===== config.mk =====
export PLATFORM = sky130hd
export DESIGN_NAME = amp_cfg_sequencer
export DESIGN_NICKNAME = d
export VERILOG_FILES = /design/src/rtl/amp_cfg_sequencer.sv
export SDC_FILE = /design/constraint.sdc
export NUM_CORES = 1
export LEC_CHECK = 0
export BUFFER_PORTS_ARGS = -buffer_cell sky130_fd_sc_hd__buf_2
export CELL_PAD_IN_SITES_DETAIL_PLACEMENT = 1
export CELL_PAD_IN_SITES_GLOBAL_PLACEMENT = 1
export CORE_ASPECT_RATIO = 2
export CORE_MARGIN = 2
export CORE_UTILIZATION = 52
export CTS_BUF_LIST = sky130_fd_sc_hd__clkbuf_4 sky130_fd_sc_hd__clkbuf_8
export CTS_CLUSTER_DIAMETER = 200
export DETAILED_ROUTE_END_ITERATION = 6
export PLACE_DENSITY = 0.9
export SETUP_SLACK_MARGIN = 0.5
export SLEW_MARGIN = 20
export SYNTH_ARGS = -nofsm -noshare
export SYNTH_HDL_FRONTEND = slang
export SYNTH_SLANG_ARGS = --single-unit

===== constraint.sdc =====
create_clock -name clk_in -period 5.35 [get_ports clk_in]
set_clock_uncertainty 0.15 [all_clocks]
set_input_delay 0.2675 -clock clk_in [delete_from_list [all_inputs] [get_ports clk_in]]
set_output_delay 0.2675 -clock clk_in [all_outputs]
set_load 0.005 [all_outputs]

===== src/rtl/amp_cfg_sequencer.sv =====
// Serial configuration master for the class-D amplifier: shifts a fixed word
// table out over CSN/SCK/MOSI (mode 0, MSB first), checks the fault line and retries.
module amp_cfg_sequencer #(
    parameter int NUM_WORDS = 4,
    parameter int WORD_W    = 16,
    parameter int CLK_DIV   = 4,
    parameter int GAP_CYC   = 8,
    parameter int MAX_RETRY = 2,
    parameter logic [NUM_WORDS*WORD_W-1:0] CFG_TABLE = {16'h1234, 16'h8001, 16'h0F0F, 16'hA5C3}
) (
    input  logic clk_in,
    input  logic resetb,
    input  logic start_in,
    input  logic nerror_in,
    output logic spi_csn_out,
    output logic spi_sck_out,
    output logic spi_mosi_out,
    output logic cfg_busy_out,
    output logic cfg_done_out,
    output logic cfg_fail_out
);

    localparam int IDX_W   = (NUM_WORDS > 1) ? $clog2(NUM_WORDS) : 1;
    localparam int RTY_W   = (MAX_RETRY > 0) ? $clog2(MAX_RETRY + 1) : 1;
    localparam int BIT_W   = $clog2(WORD_W + 1);
    localparam int CNT_MAX = (CLK_DIV > GAP_CYC) ? CLK_DIV : GAP_CYC;
    localparam int CNT_W   = $clog2(CNT_MAX + 1);
    localparam int TBL_N   = 2 ** IDX_W;

    typedef enum logic [3:0] {
        IDLE, LOAD, CS_SETUP, SHIFT_HI, SHIFT_LO, CS_HOLD, GAP, CHECK, DONE, FAIL
    } state_t;

    state_t             state_reg, state_next;
    logic [CNT_W-1:0]   cnt_reg, cnt_next;
    logic [IDX_W-1:0]   word_idx_reg, word_idx_next;
    logic [RTY_W-1:0]   retry_reg, retry_next;
    logic [BIT_W-1:0]   bit_cnt_reg, bit_cnt_next;
    logic [WORD_W-1:0]  shift_reg, shift_next;
    logic               start_q_reg;
    logic               csn_reg, csn_next;
    logic               sck_reg, sck_next;
    logic               mosi_reg, mosi_next;
    logic               busy_reg, busy_next;
    logic               done_reg, done_next;
    logic               fail_reg, fail_next;

    logic [WORD_W-1:0]  table_words [TBL_N];
    logic [WORD_W-1:0]  load_word;
    logic [WORD_W-1:0]  shifted;
    logic               div_end;
    logic               gap_end;

    // Table padded to a power of two so the word index addresses it exactly.
    generate
        for (genvar gi = 0; gi < TBL_N; gi++) begin : g_table
            if (gi < NUM_WORDS) begin : g_word
                assign table_words[gi] = CFG_TABLE[gi*WORD_W +: WORD_W];
            end else begin : g_pad
                assign table_words[gi] = '0;
            end
        end
    endgenerate

    always_comb begin
        state_next    = state_reg;
        cnt_next      = cnt_reg;
        word_idx_next = word_idx_reg;
        retry_next    = retry_reg;
        bit_cnt_next  = bit_cnt_reg;
        shift_next    = shift_reg;
        csn_next      = csn_reg;
        sck_next      = sck_reg;
        mosi_next     = mosi_reg;
        busy_next     = busy_reg;
        done_next     = done_reg;
        fail_next     = fail_reg;
        load_word     = table_words[word_idx_reg];
        shifted       = shift_reg << 1;
        div_end       = (cnt_reg == CNT_W'(CLK_DIV - 1));
        gap_end       = (cnt_reg == CNT_W'(GAP_CYC - 1));

        case (state_reg)
            IDLE: begin
                if (start_in && !start_q_reg) begin
                    state_next    = LOAD;
                    word_idx_next = '0;
                    retry_next    = '0;
                    busy_next     = 1'b1;
                end
            end
            LOAD: begin
                shift_next   = load_word;
                bit_cnt_next = BIT_W'(WORD_W);
                csn_next     = 1'b0;
                mosi_next    = load_word[WORD_W-1];
                cnt_next     = '0;
                state_next   = CS_SETUP;
            end
            CS_SETUP: begin
                if (div_end) begin
                    cnt_next   = '0;
                    sck_next   = 1'b1;
                    state_next = SHIFT_HI;
                end else begin
                    cnt_next = cnt_reg + 1'b1;
                end
            end
            SHIFT_HI: begin
                if (div_end) begin
                    cnt_next     = '0;
                    sck_next     = 1'b0;
                    shift_next   = shifted;
                    bit_cnt_next = bit_cnt_reg - 1'b1;
                    // MOSI returns low once the final bit has been clocked out.
                    mosi_next    = (bit_cnt_reg == BIT_W'(1)) ? 1'b0 : shifted[WORD_W-1];
                    state_next   = SHIFT_LO;
                end else begin
                    cnt_next = cnt_reg + 1'b1;
                end
            end
            SHIFT_LO: begin
                if (div_end) begin
                    cnt_next = '0;
                    if (bit_cnt_reg != '0) begin
                        sck_next   = 1'b1;
                        state_next = SHIFT_HI;
                    end else begin
                        state_next = CS_HOLD;
                    end
                end else begin
                    cnt_next = cnt_reg + 1'b1;
                end
            end
            CS_HOLD: begin
                if (div_end) begin
                    cnt_next   = '0;
                    csn_next   = 1'b1;
                    state_next = GAP;
                end else begin
                    cnt_next = cnt_reg + 1'b1;
                end
            end
            GAP: begin
                if (gap_end) begin
                    cnt_next = '0;
                    if (word_idx_reg < IDX_W'(NUM_WORDS - 1)) begin
                        word_idx_next = word_idx_reg + 1'b1;
                        state_next    = LOAD;
                    end else begin
                        state_next = CHECK;
                    end
                end else begin
                    cnt_next = cnt_reg + 1'b1;
                end
            end
            CHECK: begin
                if (nerror_in) begin
                    busy_next  = 1'b0;
                    done_next  = 1'b1;
                    state_next = DONE;
                end else if (retry_reg < RTY_W'(MAX_RETRY)) begin
                    retry_next    = retry_reg + 1'b1;
                    word_idx_next = '0;
                    state_next    = LOAD;
                end else begin
                    busy_next  = 1'b0;
                    fail_next  = 1'b1;
                    state_next = FAIL;
                end
            end
            DONE: begin
                if (!start_in) begin
                    done_next  = 1'b0;
                    state_next = IDLE;
                end
            end
            FAIL: begin
                if (!start_in) begin
                    fail_next  = 1'b0;
                    state_next = IDLE;
                end
            end
            default: state_next = IDLE;
        endcase
    end

    always_ff @(posedge clk_in) begin
        if (!resetb) begin
            state_reg    <= IDLE;
            cnt_reg      <= '0;
            word_idx_reg <= '0;
            retry_reg    <= '0;
            bit_cnt_reg  <= '0;
            shift_reg    <= '0;
            start_q_reg  <= 1'b0;
            csn_reg      <= 1'b1;
            sck_reg      <= 1'b0;
            mosi_reg     <= 1'b0;
            busy_reg     <= 1'b0;
            done_reg     <= 1'b0;
            fail_reg     <= 1'b0;
        end else begin
            state_reg    <= state_next;
            cnt_reg      <= cnt_next;
            word_idx_reg <= word_idx_next;
            retry_reg    <= retry_next;
            bit_cnt_reg  <= bit_cnt_next;
            shift_reg    <= shift_next;
            start_q_reg  <= start_in;
            csn_reg      <= csn_next;
            sck_reg      <= sck_next;
            mosi_reg     <= mosi_next;
            busy_reg     <= busy_next;
            done_reg     <= done_next;
            fail_reg     <= fail_next;
        end
    end

    assign spi_csn_out  = csn_reg;
    assign spi_sck_out  = sck_reg;
    assign spi_mosi_out = mosi_reg;
    assign cfg_busy_out = busy_reg;
    assign cfg_done_out = done_reg;
    assign cfg_fail_out = fail_reg;

endmodule


* After elaboration in Yosys (flattened, before gate mapping)
Cells that the tools add are included.
Operators by class: add/sub/neg operators 4, multiply operators 0, divide/modulo/power cells 0, $lt $le $gt $ge 3, eq/ne operators 28, shift operators 0, multiplexer cells 50, bitwise logic cells 1, reductions and logical operators 23
Operators with widths (count):
- 4-bit 2-to-1 mux | 11
- 4-bit one-hot mux with 9 select lines | 1
- 16-bit binary-select mux with 2-bit select | 1
- 16-bit 2-to-1 mux | 2
- 2-bit inequality test (second input constant) | 15
- 15-bit one-hot mux with 2 select lines | 1
- 4-bit by 3-bit == test with 1-bit output (second input constant) | 5
- 15-bit 2-to-1 mux | 1
- 2-bit 2-to-1 mux | 7
- 1-bit 2-to-1 mux | 13
- 4-bit by 2-bit == test with 1-bit output (second input constant) | 3
- 4-bit one-hot mux with 3 select lines | 1
- 1-bit one-hot mux with 2 select lines | 5
- 5-bit one-hot mux with 2 select lines | 1
- 2-bit nonzero test | 5
- 3-bit nonzero test | 3
- 4-bit == test (second input constant) | 2
- 4-bit AND reduction | 2
- 7-bit AND reduction | 1
- 3-bit 2-to-1 mux | 2
- 2-bit one-hot mux with 3 select lines | 1
- 3-bit AND reduction | 2
- 6-bit AND reduction | 1
- 5-bit by 1-bit == test with 1-bit output (second input constant) | 1
- other kinds (19) | 22
Storage, ports and cells: register bits 39, latch bits 0, RAM bits 0, ROM bits 0, input port bits 4, output and inout port bits 6, word-level logic and storage cells 122, memories 0

* Longest topological paths before layout
word-level depth 5, gate-level depth with buffers 7, mapped depth without buffers 6

* Worst setup path before layout
Ideal clock, no wire load.
path type register -> register, from reg cnt_reg[0], to reg shift_reg[9], setup time 0.088 ns, arrival 1.634 ns, data required time 5.112 ns, slack 3.478 ns, cell stages (with the launch flop) 7, path buffers 1, period minus slack after synthesis 1.872 ns, cells stage by stage dfxtp_1 -> ha_1 -> or3b_2 -> o21ai_4 -> buf_6 -> nor2_1 -> a311oi_2
On the way: cells in the longest elaborated chain, start to end 3
RTL lines:
- start, declared | RTL line 35 | logic [CNT_W-1:0] cnt_reg, cnt_next;
- start signal, assigned | RTL line 205 | cnt_reg <= cnt_next;
- 4-bit by 2-bit == test with 1-bit output | RTL line 80 | div_end = (cnt_reg == CNT_W'(CLK_DIV - 1));
- 2-bit inequality test (no line)
- 2-bit AND reduction (no line)
- end signal, assigned | RTL line 209 | shift_reg <= shift_next;
- end, declared | RTL line 39 | logic [WORD_W-1:0] shift_reg, shift_next;
Every way passes these cells. A chain may end at the register's enable or synchronous reset.

* Worst setup path after layout
from reg state_reg[0], to reg shift_reg[4]
On the way: cells in the longest elaborated chain, start to end 3, elaborated cells between the ends (all ways) 6, classes of those cells eq/ne (3); mux (1); reduce/logical (2)
RTL lines:
- start, declared | RTL line 34 | state_t state_reg, state_next;
- start signal, assigned | RTL line 204 | state_reg <= state_next;
- 4-bit by 2-bit == test with 1-bit output or 4-bit by 1-bit == test with 1-bit output (tied branches) | RTL line 83 | case (state_reg)
- 2-bit inequality test (no line) or 2-bit nonzero test (tied branches)
- 2-bit AND reduction (no line)
Several ways; a longest one is shown, not always the timed one.

==> flow_metrics.py <==
metrics = {
    "sta": {
        "setup_viol": 0,
        "setup_tns_ps": 0,
        "fin_crit_ps": 2520,
        "hold_viol": 0,
        "period_share_pct": 47.1,
        "worstMarginPinSlew_ps": 1020,
        "max_freq_mhz": 397,
        "rsz0062_at_grt": "false",
        "maxSlewHeadroom_pct": 31.9,
        "maxSlewViolCount": 0,
    },
    "placement": {
        "portBuffers": 9,
        "place_hpwl_um": 3700,
        "gp_congestion": 0.827,
    },
    "route": {
        "drtAntennaViolNets": 0,
        "viasPerCell": 6.07,
        "wl_per_cell_um": 17.1,
        "drtIter0Drc": 25,
        "drc": 0,
        "num_vias": 1820,
        "routed_wl_um": 5130,
        "dr.pass1.iters": 4,
    },
    "finish": {
        "largest_reg_flops": 15,
        "final_util_pct": 57.3,
        "fill_cells": 496,
        "antennaDiodeCount": 0,
        "nets": 260,
        "area_delta_synth_final_pct": 4.96,
        "drive_above_1_share_pct": 11.6,
    },
    "worst_setup_path": {
        "start_kind": "flop",
        "worstPathRequired_ps": 5380,
        "r2r-start": "state_reg[0]",
        "crit-reg2reg-capture": "shift_reg[4]",
        "crit_path_end_kind": "flop",
        "ff2ff_path_depth": 4,
        "cp_data_arrival_time_ps": 2540,
        "cp_max_fo": 26,
        "reg2reg_slack_ps": 2830,
        "criticalPathCategory": "flop to flop",
    },
    "clock_network": {
        "htree_levels": 2,
        "root_buffer": "clkbuf_8",
        "tritoncts": "built",
        "clkTransAtPathRegs_ps": 70,
        "clk_latency_ps": 290,
        "ctsResizeCount": 0,
        "clockBufferDepth": 2,
        "cts_buffers": 5,
        "hold_buffers": 0,
        "numClockSinks": 39,
        "cts_setup_buffers": 0,
    },
    "global_route": {
        "grt-ovfl-total": 0,
        "grt_pass1_wl_um": 9070,
        "grt_start_max_net_pins": 31,
        "grt_antenna_before_repair": 0,
        "grt_pass1_vias": 1945,
        "grt.total_usage_pct": 25.2,
    },
    "min_path": {
        "hp-class": "input pin to flop",
        "worstHoldStart": "start_in",
        "min_path_cells": 2,
        "whs_endpoint": "start_q_reg",
    },
    "logic_synthesis": {
        "synth_top_area_share_pct": 36.8,
        "syn-num-nets": 264,
        "synth_common_cells": "39 x dfxtp_1, 30 x nand2_1, 21 x nor2_1",
        "synthFlopType": "dfxtp_1",
        "yosys-top-cells-area": "dfxtp_1 37%, nand2_1 5.3%, ha_1 4.7%",
        "synth-edff-count": 0,
        "ys_types": 50,
        "syn_area_per_cell_um2": 8.41,
        "synth-seq-cells": 39,
        "ys_seq_area_share_pct": 36.8,
        "synth_area_um2": 2120,
        "syn_inst": 252,
        "async_flop_share_pct": 0,
        "yosysMostFrequentCell": "dfxtp_1",
        "synth_warnings": 0,
        "synth_largest_area_cell": "dfxtp_1",
    },
    "floorplan": {
        "start_util_pct": 54.6,
        "rows": 32,
        "core-area_um2": 3880,
        "fp.dieH_um": 94.3,
        "die_w_um": 49.1,
        "io_pins": 10,
        "die-area_um2": 4630,
    },
    "power_and_ir_drop": {
        "totalPowerFinal_uw": 1010,
        "p_leak_uw": 0.000780,
        "ir_drop_v": 0.000282,
        "p_per_area_nw_per_um2": 456,
    },
    "run": {
        "max_cap_viol_count": 0,
    },
    "status": {
        "status": "complete, no violations",
    },
}
==> routing by layer <==
| metal | vias up | GRT usage [%] | part of all wire, % |
|---|---|---|---|
| li1 | 905 | - | - |
| met1 | 883 | 25.1 | 37 |
| met2 | 20 | 48.1 | 59 |
| met3 | 12 | 3.50 | 1.4 |
| met4 | 0 | 14.3 | 3.2 |
| met5 | - | 0 | 0 |
==> where the power goes <==
group | switching, uW | total, uW | internal (uW)
registers | 79.9 | 443 | 363
clock network | 98.5 | 200 | 102
logic | 218 | 371 | 153
total | 396 | 1010 | 618
==> worst max-delay path, cell delays in order (launching register included) <==
cell	delay, ps
dfxtp_1	710
nand4bb_1	440
o21ai_4	690
nor2_1	110
a311oi_1	300
==> cell families (layout without fill, tap and decap cells) <==
kind of cell	Yosys count	after routing	synth area share, %
AOI/OAI and AO/OA	66	66	22.5
xor gates and xnor gates	1	1	0.413
adders and majority gates	8	8	4.72
buffers and inverters	31	28	6.79
DFF	39	39	36.8
muxes	5	5	2.36
and+or+nand+nor	102	102	26.4
==> layout by cell type (no fill, tap or decap), types with 2 or more instances in the layout <==
cell       synthesis  routed
ha_1               8       8
a311oi_2           4       4
a21oi_1           16      16
nor4b_1            2       2
dfxtp_1           39      39
o21ai_0           15      15
o2111ai_1          2       2
a31oi_1            5       5
nor3_1             9       9
nand4b_1           2       2
nor2_1            21      21
inv_1             10      10
nand2_1           30      30
nand3b_1           3       3
clkbuf_4           0       2
and2_1             3       3
a211o_1            2       2
a311oi_1           7       7
nand3_1            5       5
buf_2             10       9
clkbuf_8           0       5
nand2b_1           5       5
or3_1              2       2
nor2b_1            3       3
nand4bb_1          2       2
nor3b_1            3       3
a211oi_1           4       4
a311o_1            2       2
nor4_1             3       3
mux2i_1            5       5
==> cell type report <==
| type | instances | area (um2) | share of cell area, % |
|---|---|---|---|
| inverter | 10 | 37.5 | 1.69 |
| sequential | 39 | 781 | 35.1 |
| multi-input combinational | 182 | 1200 | 54.0 |
| tap | 51 | 63.8 | 2.87 |
| clock buffer | 7 | 83.8 | 3.77 |
| timing repair buffer | 10 | 52.6 | 2.36 |
| clock inverter | 1 | 5.00 | 0.225 |
==> stage by stage <==
step | cells | hold WS, ps | setup WS [ps] | cell area, um2
after floorplan | 252 | 239 | 3480 | 2120
after global placement | 292 | 288 | 2940 | 2140
after detailed placement | 292 | 304 | 2820 | 2140
after CTS | 300 | 98.1 | 2820 | 2220
after global routing | 300 | 101 | 2550 | 2220
final | 300 | 109 | 2830 | 2220
==> worst max path at each step <==
stage / startpoint / endpoint / slack, ps / cells after the start
2_1_floorplan: cnt_reg[0] / shift_reg[9] / 3480 / 6
3_3_place_gp: state_reg[0] / shift_reg[12] / 2940 / 4
3_5_place_dp: state_reg[0] / shift_reg[11] / 2820 / 4
4_1_cts: state_reg[0] / shift_reg[11] / 2820 / 4
5_1_grt: state_reg[0] / shift_reg[4] / 2550 / 4
6_report: state_reg[0] / shift_reg[4] / 2830 / 4
No activity file was read; power rests on OpenSTA's default activity.
